**config.mk**
```make
export PLATFORM = sky130hd
export DESIGN_NAME = trap_seq_ctrl
export DESIGN_NICKNAME = d
export VERILOG_FILES = /design/src/rtl/trap_seq_ctrl_pkg.sv /design/src/rtl/trap_seq_ctrl_evt_sel.sv /design/src/rtl/trap_seq_ctrl.sv
export SDC_FILE = /design/constraint.sdc
export NUM_CORES = 1
export LEC_CHECK = 0
export CORE_UTILIZATION = 35
export DETAILED_ROUTE_END_ITERATION = 10
export GPL_TIMING_DRIVEN = 1
export PLACE_DENSITY = 0.78
export SLEW_MARGIN = 0
export SYNTH_ARGS = -nofsm -noshare
export SYNTH_HDL_FRONTEND = slang
export SYNTH_SLANG_ARGS = --single-unit
```
**constraint.sdc**
```tcl
create_clock -name clk -period 1.9 [get_ports clk]
set_input_delay 0.57 -clock clk [delete_from_list [all_inputs] [get_ports clk]]
set_output_delay 0.57 -clock clk [all_outputs]
set_load 0.05 [all_outputs]
```
**src/rtl/trap_seq_ctrl_pkg.sv**
```systemverilog
// Shared widths, FSM state encoding and event kinds for the trap/return sequencer.
// The optional WFI sleep state is enabled with the TRAP_SEQ_WFI_EN macro.
package trap_seq_ctrl_pkg;

  localparam int PC_WIDTH              = 32;
  localparam int EXCEPTION_CAUSE_WIDTH = 5;

  typedef enum logic [2:0] {
    TRAP_SEQ_IDLE  = 3'd0,
    TRAP_SEQ_FLUSH = 3'd1,
    TRAP_SEQ_CSR   = 3'd2,
    TRAP_SEQ_REDIR = 3'd3,
    TRAP_SEQ_WFI   = 3'd4
  } trap_state_e;

  typedef enum logic [2:0] {
    EVT_EXP  = 3'd0,
    EVT_IRQ  = 3'd1,
    EVT_MRET = 3'd2,
    EVT_SRET = 3'd3,
    EVT_WFI  = 3'd4
  } evt_kind_e;

  function automatic logic evt_is_trap(evt_kind_e kind);
    return (kind == EVT_EXP) || (kind == EVT_IRQ);
  endfunction

endpackage

```
**src/rtl/trap_seq_ctrl_evt_sel.sv**
```systemverilog
// trap_evt_sel: fixed-priority pick of one commit/interrupt event (exp > irq > mret > sret > wfi).
// Purely combinational; wfi only participates when TRAP_SEQ_WFI_EN is defined.
module trap_evt_sel
  import trap_seq_ctrl_pkg::*;
(
  input  logic                             cmt_valid_i,
  input  logic [PC_WIDTH-1:0]              cmt_pc_i,
  input  logic                             cmt_exp_i,
  input  logic                             cmt_mret_i,
  input  logic                             cmt_sret_i,
  input  logic                             cmt_wfi_i,
  input  logic [EXCEPTION_CAUSE_WIDTH-1:0] cmt_ecause_i,
  input  logic [PC_WIDTH-1:0]              rob_next_pc_i,
  input  logic                             irq_pending_i,
  input  logic [EXCEPTION_CAUSE_WIDTH-1:0] irq_cause_i,
  output logic                             evt_vld_o,
  output evt_kind_e                        evt_kind_o,
  output logic [EXCEPTION_CAUSE_WIDTH-1:0] evt_cause_o,
  output logic [PC_WIDTH-1:0]              evt_pc_o
);

`ifndef TRAP_SEQ_WFI_EN
  logic unused_wfi;
  assign unused_wfi = cmt_wfi_i;
`endif

  always_comb begin
    evt_vld_o   = 1'b0;
    evt_kind_o  = EVT_EXP;
    evt_cause_o = cmt_ecause_i;
    evt_pc_o    = cmt_pc_i;
    if (cmt_valid_i && cmt_exp_i) begin
      evt_vld_o = 1'b1;
    end else if (irq_pending_i) begin
      // An interrupt with no committing head resumes at the oldest unretired instruction.
      evt_vld_o   = 1'b1;
      evt_kind_o  = EVT_IRQ;
      evt_cause_o = irq_cause_i;
      evt_pc_o    = cmt_valid_i ? cmt_pc_i : rob_next_pc_i;
    end else if (cmt_valid_i && cmt_mret_i) begin
      evt_vld_o  = 1'b1;
      evt_kind_o = EVT_MRET;
    end else if (cmt_valid_i && cmt_sret_i) begin
      evt_vld_o  = 1'b1;
      evt_kind_o = EVT_SRET;
`ifdef TRAP_SEQ_WFI_EN
    end else if (cmt_valid_i && cmt_wfi_i) begin
      evt_vld_o  = 1'b1;
      evt_kind_o = EVT_WFI;
`endif
    end
  end

endmodule

```
**src/rtl/trap_seq_ctrl.sv**
```systemverilog
// Commit-side trap/return sequencer: IDLE -> FLUSH -> CSR -> REDIR, with a valid/ready redirect.
// The WFI sleep state exists only when TRAP_SEQ_WFI_EN is defined.
module trap_seq_ctrl
  import trap_seq_ctrl_pkg::*;
(
  input  logic                             clk,
  input  logic                             rst_n,
  input  logic                             cmt_valid_i,
  input  logic [PC_WIDTH-1:0]              cmt_pc_i,
  input  logic                             cmt_exp_i,
  input  logic                             cmt_mret_i,
  input  logic                             cmt_sret_i,
  input  logic                             cmt_wfi_i,
  input  logic [EXCEPTION_CAUSE_WIDTH-1:0] cmt_ecause_i,
  input  logic [PC_WIDTH-1:0]              rob_next_pc_i,
  input  logic                             irq_pending_i,
  input  logic [EXCEPTION_CAUSE_WIDTH-1:0] irq_cause_i,
  input  logic [PC_WIDTH-1:0]              csr_trap_vec_i,
  input  logic [PC_WIDTH-1:0]              csr_mepc_i,
  input  logic [PC_WIDTH-1:0]              csr_sepc_i,
  output logic                             cmt_stall_o,
  output logic                             flush_o,
  output logic                             csr_trap_we_o,
  output logic [PC_WIDTH-1:0]              csr_pc_o,
  output logic [EXCEPTION_CAUSE_WIDTH-1:0] csr_ecause_o,
  output logic                             csr_is_irq_o,
  output logic                             csr_mret_o,
  output logic                             csr_sret_o,
  output logic                             redirect_valid_o,
  output logic [PC_WIDTH-1:0]              redirect_pc_o,
  input  logic                             redirect_ready_i,
  output logic                             wfi_o
);

  trap_state_e                      state_q, state_d;
  evt_kind_e                        kind_q, kind_d;
  logic [EXCEPTION_CAUSE_WIDTH-1:0] cause_q, cause_d;
  logic [PC_WIDTH-1:0]              epc_q, epc_d;
  logic [PC_WIDTH-1:0]              rpc_q, redir_tgt;
  logic                             rpc_hold_q;

  logic                             sel_vld;
  evt_kind_e                        sel_kind;
  logic [EXCEPTION_CAUSE_WIDTH-1:0] sel_cause;
  logic [PC_WIDTH-1:0]              sel_pc;

  trap_evt_sel u_evt_sel (
    .cmt_valid_i   (cmt_valid_i),
    .cmt_pc_i      (cmt_pc_i),
    .cmt_exp_i     (cmt_exp_i),
    .cmt_mret_i    (cmt_mret_i),
    .cmt_sret_i    (cmt_sret_i),
    .cmt_wfi_i     (cmt_wfi_i),
    .cmt_ecause_i  (cmt_ecause_i),
    .rob_next_pc_i (rob_next_pc_i),
    .irq_pending_i (irq_pending_i),
    .irq_cause_i   (irq_cause_i),
    .evt_vld_o     (sel_vld),
    .evt_kind_o    (sel_kind),
    .evt_cause_o   (sel_cause),
    .evt_pc_o      (sel_pc)
  );

  assign csr_pc_o     = epc_q;
  assign csr_ecause_o = cause_q;

  always_comb begin
    redir_tgt = csr_trap_vec_i;
    if (kind_q == EVT_MRET) redir_tgt = csr_mepc_i;
    if (kind_q == EVT_SRET) redir_tgt = csr_sepc_i;
  end

  // The trap vector is taken live in the first REDIR cycle (after the CSR write) and then frozen.
  assign redirect_pc_o = (state_q == TRAP_SEQ_REDIR && !rpc_hold_q) ? redir_tgt : rpc_q;

  always_comb begin
    state_d          = state_q;
    kind_d           = kind_q;
    cause_d          = cause_q;
    epc_d            = epc_q;
    cmt_stall_o      = 1'b1;
    flush_o          = 1'b0;
    csr_trap_we_o    = 1'b0;
    csr_is_irq_o     = 1'b0;
    csr_mret_o       = 1'b0;
    csr_sret_o       = 1'b0;
    redirect_valid_o = 1'b0;
    wfi_o            = 1'b0;
    case (state_q)
      TRAP_SEQ_IDLE: begin
        cmt_stall_o = irq_pending_i && !(cmt_valid_i && cmt_exp_i);
        if (sel_vld) begin
          kind_d  = sel_kind;
          cause_d = sel_cause;
          epc_d   = sel_pc;
          state_d = TRAP_SEQ_FLUSH;
        end
      end
      TRAP_SEQ_FLUSH: begin
        flush_o = 1'b1;
        state_d = TRAP_SEQ_CSR;
`ifdef TRAP_SEQ_WFI_EN
        if (kind_q == EVT_WFI) state_d = TRAP_SEQ_WFI;
`endif
      end
      TRAP_SEQ_CSR: begin
        csr_trap_we_o = evt_is_trap(kind_q);
        csr_is_irq_o  = (kind_q == EVT_IRQ);
        csr_mret_o    = (kind_q == EVT_MRET);
        csr_sret_o    = (kind_q == EVT_SRET);
        state_d       = TRAP_SEQ_REDIR;
      end
      TRAP_SEQ_REDIR: begin
        redirect_valid_o = 1'b1;
        if (redirect_ready_i) state_d = TRAP_SEQ_IDLE;
      end
`ifdef TRAP_SEQ_WFI_EN
      TRAP_SEQ_WFI: begin
        wfi_o = 1'b1;
        // Pipeline was flushed before sleeping, so wake goes straight to the CSR write.
        if (irq_pending_i) begin
          kind_d  = EVT_IRQ;
          cause_d = irq_cause_i;
          epc_d   = epc_q + PC_WIDTH'(4);
          state_d = TRAP_SEQ_CSR;
        end
      end
`endif
      default: state_d = TRAP_SEQ_IDLE;
    endcase
  end

  always_ff @(posedge clk or negedge rst_n) begin
    if (!rst_n) begin
      state_q    <= TRAP_SEQ_IDLE;
      kind_q     <= EVT_EXP;
      cause_q    <= '0;
      epc_q      <= '0;
      rpc_q      <= '0;
      rpc_hold_q <= 1'b0;
    end else begin
      state_q    <= state_d;
      kind_q     <= kind_d;
      cause_q    <= cause_d;
      epc_q      <= epc_d;
      rpc_hold_q <= (state_q == TRAP_SEQ_REDIR) && !redirect_ready_i;
      if (state_q == TRAP_SEQ_REDIR && !rpc_hold_q) rpc_q <= redir_tgt;
    end
  end

endmodule

```
==> impl_metrics.prom <==
# TYPE chip_impl_metric gauge
chip_impl_metric{name="start_util",unit="%"} 36.0
chip_impl_info{name="critPathLaunchType",value="register"} 1
chip_impl_metric{name="yosysUniqueCellTypes",unit=""} 35
chip_impl_metric{name="htree_num_levels",unit=""} 3
chip_impl_metric{name="net_count_after_synthesis",unit=""} 527
chip_impl_metric{name="drt-wirelength-per-cell",unit="um"} 18.7
chip_impl_metric{name="row_count",unit=""} 40
chip_impl_info{name="critical_path.endpoint_type",value="output port"} 1
chip_impl_info{name="timing.setup.critical_path_class",value="register to output port"} 1
chip_impl_metric{name="mappedNetlistArea",unit="mm2"} 0.00434
chip_impl_info{name="crit_path_cell_trace",value="buf_12 -> buf_4 -> mux2i_2 -> a211oi_4 -> a21o_4 -> buf_12"} 1
chip_impl_metric{name="post_drt_via_cell_ratio",unit=""} 4.89
chip_impl_metric{name="cts.clk_slew.worst_paths",unit="ps"} 50
chip_impl_info{name="critical_path.reg2reg.endpoint",value="csr_pc_o[0]"} 1
chip_impl_info{name="worst_path_most_repeated_cell",value="sky130_fd_sc_hd__buf_12"} 1
chip_impl_metric{name="detailedRoute.firstPassIterationCount",unit=""} 4
chip_impl_info{name="crit-reg2reg-launch",value="state_q[1]"} 1
chip_impl_metric{name="numClockSinks",unit=""} 74
chip_impl_metric{name="cap_violations",unit=""} 0
chip_impl_info{name="synth_most_common_cell",value="sky130_fd_sc_hd__dfrtp_1"} 1
chip_impl_metric{name="design.portCount",unit=""} 256
chip_impl_metric{name="post_route_skew",unit="ps"} 4.42
chip_impl_metric{name="report.final.hold_viol_count",unit=""} 0
chip_impl_info{name="path_delay_family",value="buffers and inverters"} 1
chip_impl_info{name="cell_taking_the_most_area_after_synthesis",value="sky130_fd_sc_hd__dfrtp_1"} 1
chip_impl_metric{name="maxSlewViolCount",unit=""} 0
chip_impl_info{name="synth-main-ff-cell",value="sky130_fd_sc_hd__dfrtp_1"} 1
chip_impl_metric{name="weighted_congestion_at_the_end_of_routability_driven_global_placement",unit=""} 0.814
chip_impl_metric{name="drt_iter0_drc",unit=""} 174
chip_impl_metric{name="leakagePower",unit="nW"} 3.95
chip_impl_info{name="violations_in_the_final_reports",value="negative setup slack"} 1
chip_impl_metric{name="synth.ff_latch_count",unit=""} 74
chip_impl_metric{name="cts_max_path_buffers",unit=""} 2
chip_impl_metric{name="core",unit="mm2"} 0.0121
chip_impl_metric{name="layout.filler_cells",unit=""} 729
chip_impl_metric{name="holdWs",unit="ps"} 130
chip_impl_metric{name="crit_fanout",unit=""} 11
chip_impl_metric{name="drc",unit=""} 0
chip_impl_metric{name="layout.nets",unit=""} 834
chip_impl_metric{name="grt_antenna_before_repair",unit=""} 0
chip_impl_info{name="synth_top_cells_by_count",value="sky130_fd_sc_hd__dfrtp_1 (74), sky130_fd_sc_hd__mux2_4 (60), sky130_fd_sc_hd__nor2_1 (35)"} 1
chip_impl_metric{name="timing.critical_path.required",unit="ps"} 1330
chip_impl_metric{name="grt_start_max_net_pins",unit=""} 36
chip_impl_info{name="top_cells_by_area_synth",value="sky130_fd_sc_hd__dfrtp_1 (43%), sky130_fd_sc_hd__mux2_4 (21%), sky130_fd_sc_hd__mux2i_1 (7.4%)"} 1
chip_impl_info{name="worst_hold_path_type",value="input pin to async pin"} 1
chip_impl_metric{name="finalSetupViolCount",unit=""} 71
chip_impl_metric{name="first_pass_grt_wire_length",unit="mm"} 22.9
chip_impl_metric{name="die-height",unit="um"} 113
chip_impl_metric{name="worst_skew_pair_later_pin_latency",unit="ps"} 320
chip_impl_metric{name="synth_seq_area_share",unit="%"} 42.7
chip_impl_metric{name="number_of_global_route_vias_before_repair",unit=""} 4420
chip_impl_metric{name="final_layout_size_suffix_gt1_share",unit="%"} 52.5
chip_impl_metric{name="cts-buffers-inserted",unit=""} 9
chip_impl_metric{name="final_period_minus_worst_setup_slack",unit="ps"} 2330
chip_impl_metric{name="cp_slowest_stage_delay",unit="ps"} 420
chip_impl_metric{name="place.detailed.hpwl",unit="mm"} 10.9
chip_impl_metric{name="global_route.overflow_total",unit=""} 0
chip_impl_metric{name="cts_hold_repair.buffers",unit=""} 0
chip_impl_info{name="status",value="finished, violations left"} 1
chip_impl_metric{name="postSynth.asyncResetShare",unit="%"} 100
chip_impl_metric{name="globalRouteTotalUtil",unit="%"} 23.5
chip_impl_metric{name="antennaDiodeCount",unit=""} 0
chip_impl_metric{name="number_of_synthesized_flops_with_an_enable_pin",unit=""} 0
chip_impl_info{name="worstSetupStartpoint",value="kind_q[0]"} 1
chip_impl_info{name="cts_root_buf",value="sky130_fd_sc_hd__clkbuf_16"} 1
chip_impl_metric{name="die_x",unit="um"} 113
chip_impl_metric{name="final.setup.worst_slack",unit="ps"} -434
chip_impl_metric{name="syn_area_per_cell",unit="um2"} 12.6
chip_impl_metric{name="post-layout-total-power",unit="mW"} 17.7
chip_impl_metric{name="synth.yosys.warnings",unit=""} 0
chip_impl_metric{name="cp.buffers_inverters",unit=""} 3
chip_impl_metric{name="syn-instance-count",unit=""} 343
chip_impl_metric{name="yosys.area.top_type_share",unit="%"} 42.7
chip_impl_info{name="cp_slowest_cell",value="sky130_fd_sc_hd__dfrtp_2"} 1
chip_impl_metric{name="multi_input_comb_area",unit="mm2"} 0.00298
chip_impl_metric{name="fmaxAchievable",unit="MHz"} 429
chip_impl_metric{name="port_buffers",unit=""} 253
chip_impl_metric{name="die_area",unit="mm2"} 0.0128
chip_impl_metric{name="layout.area.seq",unit="mm2"} 0.00185
chip_impl_info{name="setup_repair_after_global_routing_missed_its_margin",value="yes"} 1
chip_impl_metric{name="timing.critical_path.arrival",unit="ps"} 1760
chip_impl_metric{name="p_per_area",unit="mW/mm2"} 1960
chip_impl_metric{name="fin_crit_sh",unit="%"} 123
chip_impl_info{name="clock_tree_from_tritoncts",value="done"} 1
chip_impl_metric{name="detailroute.via_count",unit=""} 4015
chip_impl_metric{name="depth_of_the_worst_register_to_register_path",unit=""} 11
chip_impl_metric{name="register_to_register_setup_slack",unit="ps"} -260
chip_impl_metric{name="detail-route-antenna-nets",unit=""} 0
chip_impl_metric{name="area.growth.synth_to_final",unit="%"} 108
chip_impl_metric{name="ir_drop",unit="mV"} 0.939
chip_impl_metric{name="route.final.wire_length",unit="mm"} 15.3
[stage by stage]
step	utilization, %	instances	setup WS (ps)	setup TNS, ps	cell area (um2)
floorplan	-	343	-117	-3630	4800
global placement	66.5	779	-471	-23750	8020
detailed placement	66.5	779	-503	-25490	8020
CTS	73.4	818	-401	-15540	8850
global route	74.9	821	-470	-22750	9040
finish	74.9	821	-434	-18650	9040
[report_power, final]
group	leakage, nW	total [mW]	internal [mW]	switching [mW]
registers	0.887	2.90	2.39	0.505
logic	2.94	13.3	6.56	6.70
clock network	0.129	1.53	0.942	0.592
[logic make-up (layout without fill, tap and decap cells)]
kind of cell               after synthesis  after routing  share of synthesized area (%)
muxes                                  108            108                           32.3
other                                    1              1                         0.0864
AOI/OAI and AO/OA                       74             74                           13.2
adders and majority gates                5              5                           1.44
buffers and inverters                   34            343                           5.31
and+or+nand+nor                         47             48                           4.99
DFF                                     74             74                           42.7
[layer usage]
layer  up-vias  track usage, %  part of all wire [%]
li1       1855               -                     -
met1      1951            24.6                    37
met2       178            44.8                    54
met3        31            5.30                   6.5
met4         0            9.91                   2.9
met5         -               0                     0
[worst max path at each step]
stage / depth (start not counted) / end / slack (ps)
final: 6 / redirect_pc_o[29] / -430
after CTS: 6 / redirect_pc_o[27] / -400
after detailed placement: 5 / redirect_pc_o[2] / -500
after floorplan: 6 / redirect_pc_o[10] / -120
after global routing: 6 / redirect_pc_o[29] / -470
after global placement: 5 / redirect_pc_o[2] / -470
[sequential cells by signal (all words and copies together) (netlist names)]
name	cells
csr_pc_o	32
csr_ecause_o	5
state_q	2
rpc_hold_q	1
kind_q	2
rpc_q	32
[repair_timing]
item,4_1_cts,5_1_grt
pin swaps,25,10
setup endpoints to repair,75,77
setup buffers,17,5
gates resized for setup,63,37
gates cloned,8,2
[final cells by class]
class,count,area share [%]
clock buffers,14,2.92
inverters,5,0.318
multi-input cells,236,33.0
flip-flops and latches,74,20.5
well taps,168,2.33
repair buffers,324,40.9
[placed cells by master (no fill, tap or decap), types with 2 or more instances in the layout]
| cell | n |
|---|---|
| sky130_fd_sc_hd__dfrtp_2 | 2 |
| sky130_fd_sc_hd__a21o_4 | 32 |
| sky130_fd_sc_hd__mux2_4 | 64 |
| sky130_fd_sc_hd__buf_16 | 5 |
| sky130_fd_sc_hd__buf_6 | 14 |
| sky130_fd_sc_hd__clkdlybuf4s50_1 | 167 |
| sky130_fd_sc_hd__ha_4 | 4 |
| sky130_fd_sc_hd__nand2b_4 | 4 |
| sky130_fd_sc_hd__nor2_4 | 2 |
| sky130_fd_sc_hd__clkbuf_1 | 3 |
| sky130_fd_sc_hd__inv_4 | 2 |
| sky130_fd_sc_hd__dfrtp_1 | 72 |
| sky130_fd_sc_hd__nand3b_1 | 2 |
| sky130_fd_sc_hd__mux2i_4 | 9 |
| sky130_fd_sc_hd__dlygate4sd2_1 | 8 |
| sky130_fd_sc_hd__buf_8 | 3 |
| sky130_fd_sc_hd__nor2_1 | 33 |
| sky130_fd_sc_hd__clkbuf_16 | 11 |
| sky130_fd_sc_hd__a211oi_4 | 4 |
| sky130_fd_sc_hd__buf_4 | 75 |
| sky130_fd_sc_hd__clkbuf_8 | 2 |
| sky130_fd_sc_hd__mux2i_2 | 13 |
| sky130_fd_sc_hd__a211oi_2 | 28 |
| sky130_fd_sc_hd__buf_12 | 48 |
| sky130_fd_sc_hd__mux2_2 | 12 |
| sky130_fd_sc_hd__mux2i_1 | 10 |
| sky130_fd_sc_hd__a31oi_1 | 2 |
(Power assumes the default switching activity.)
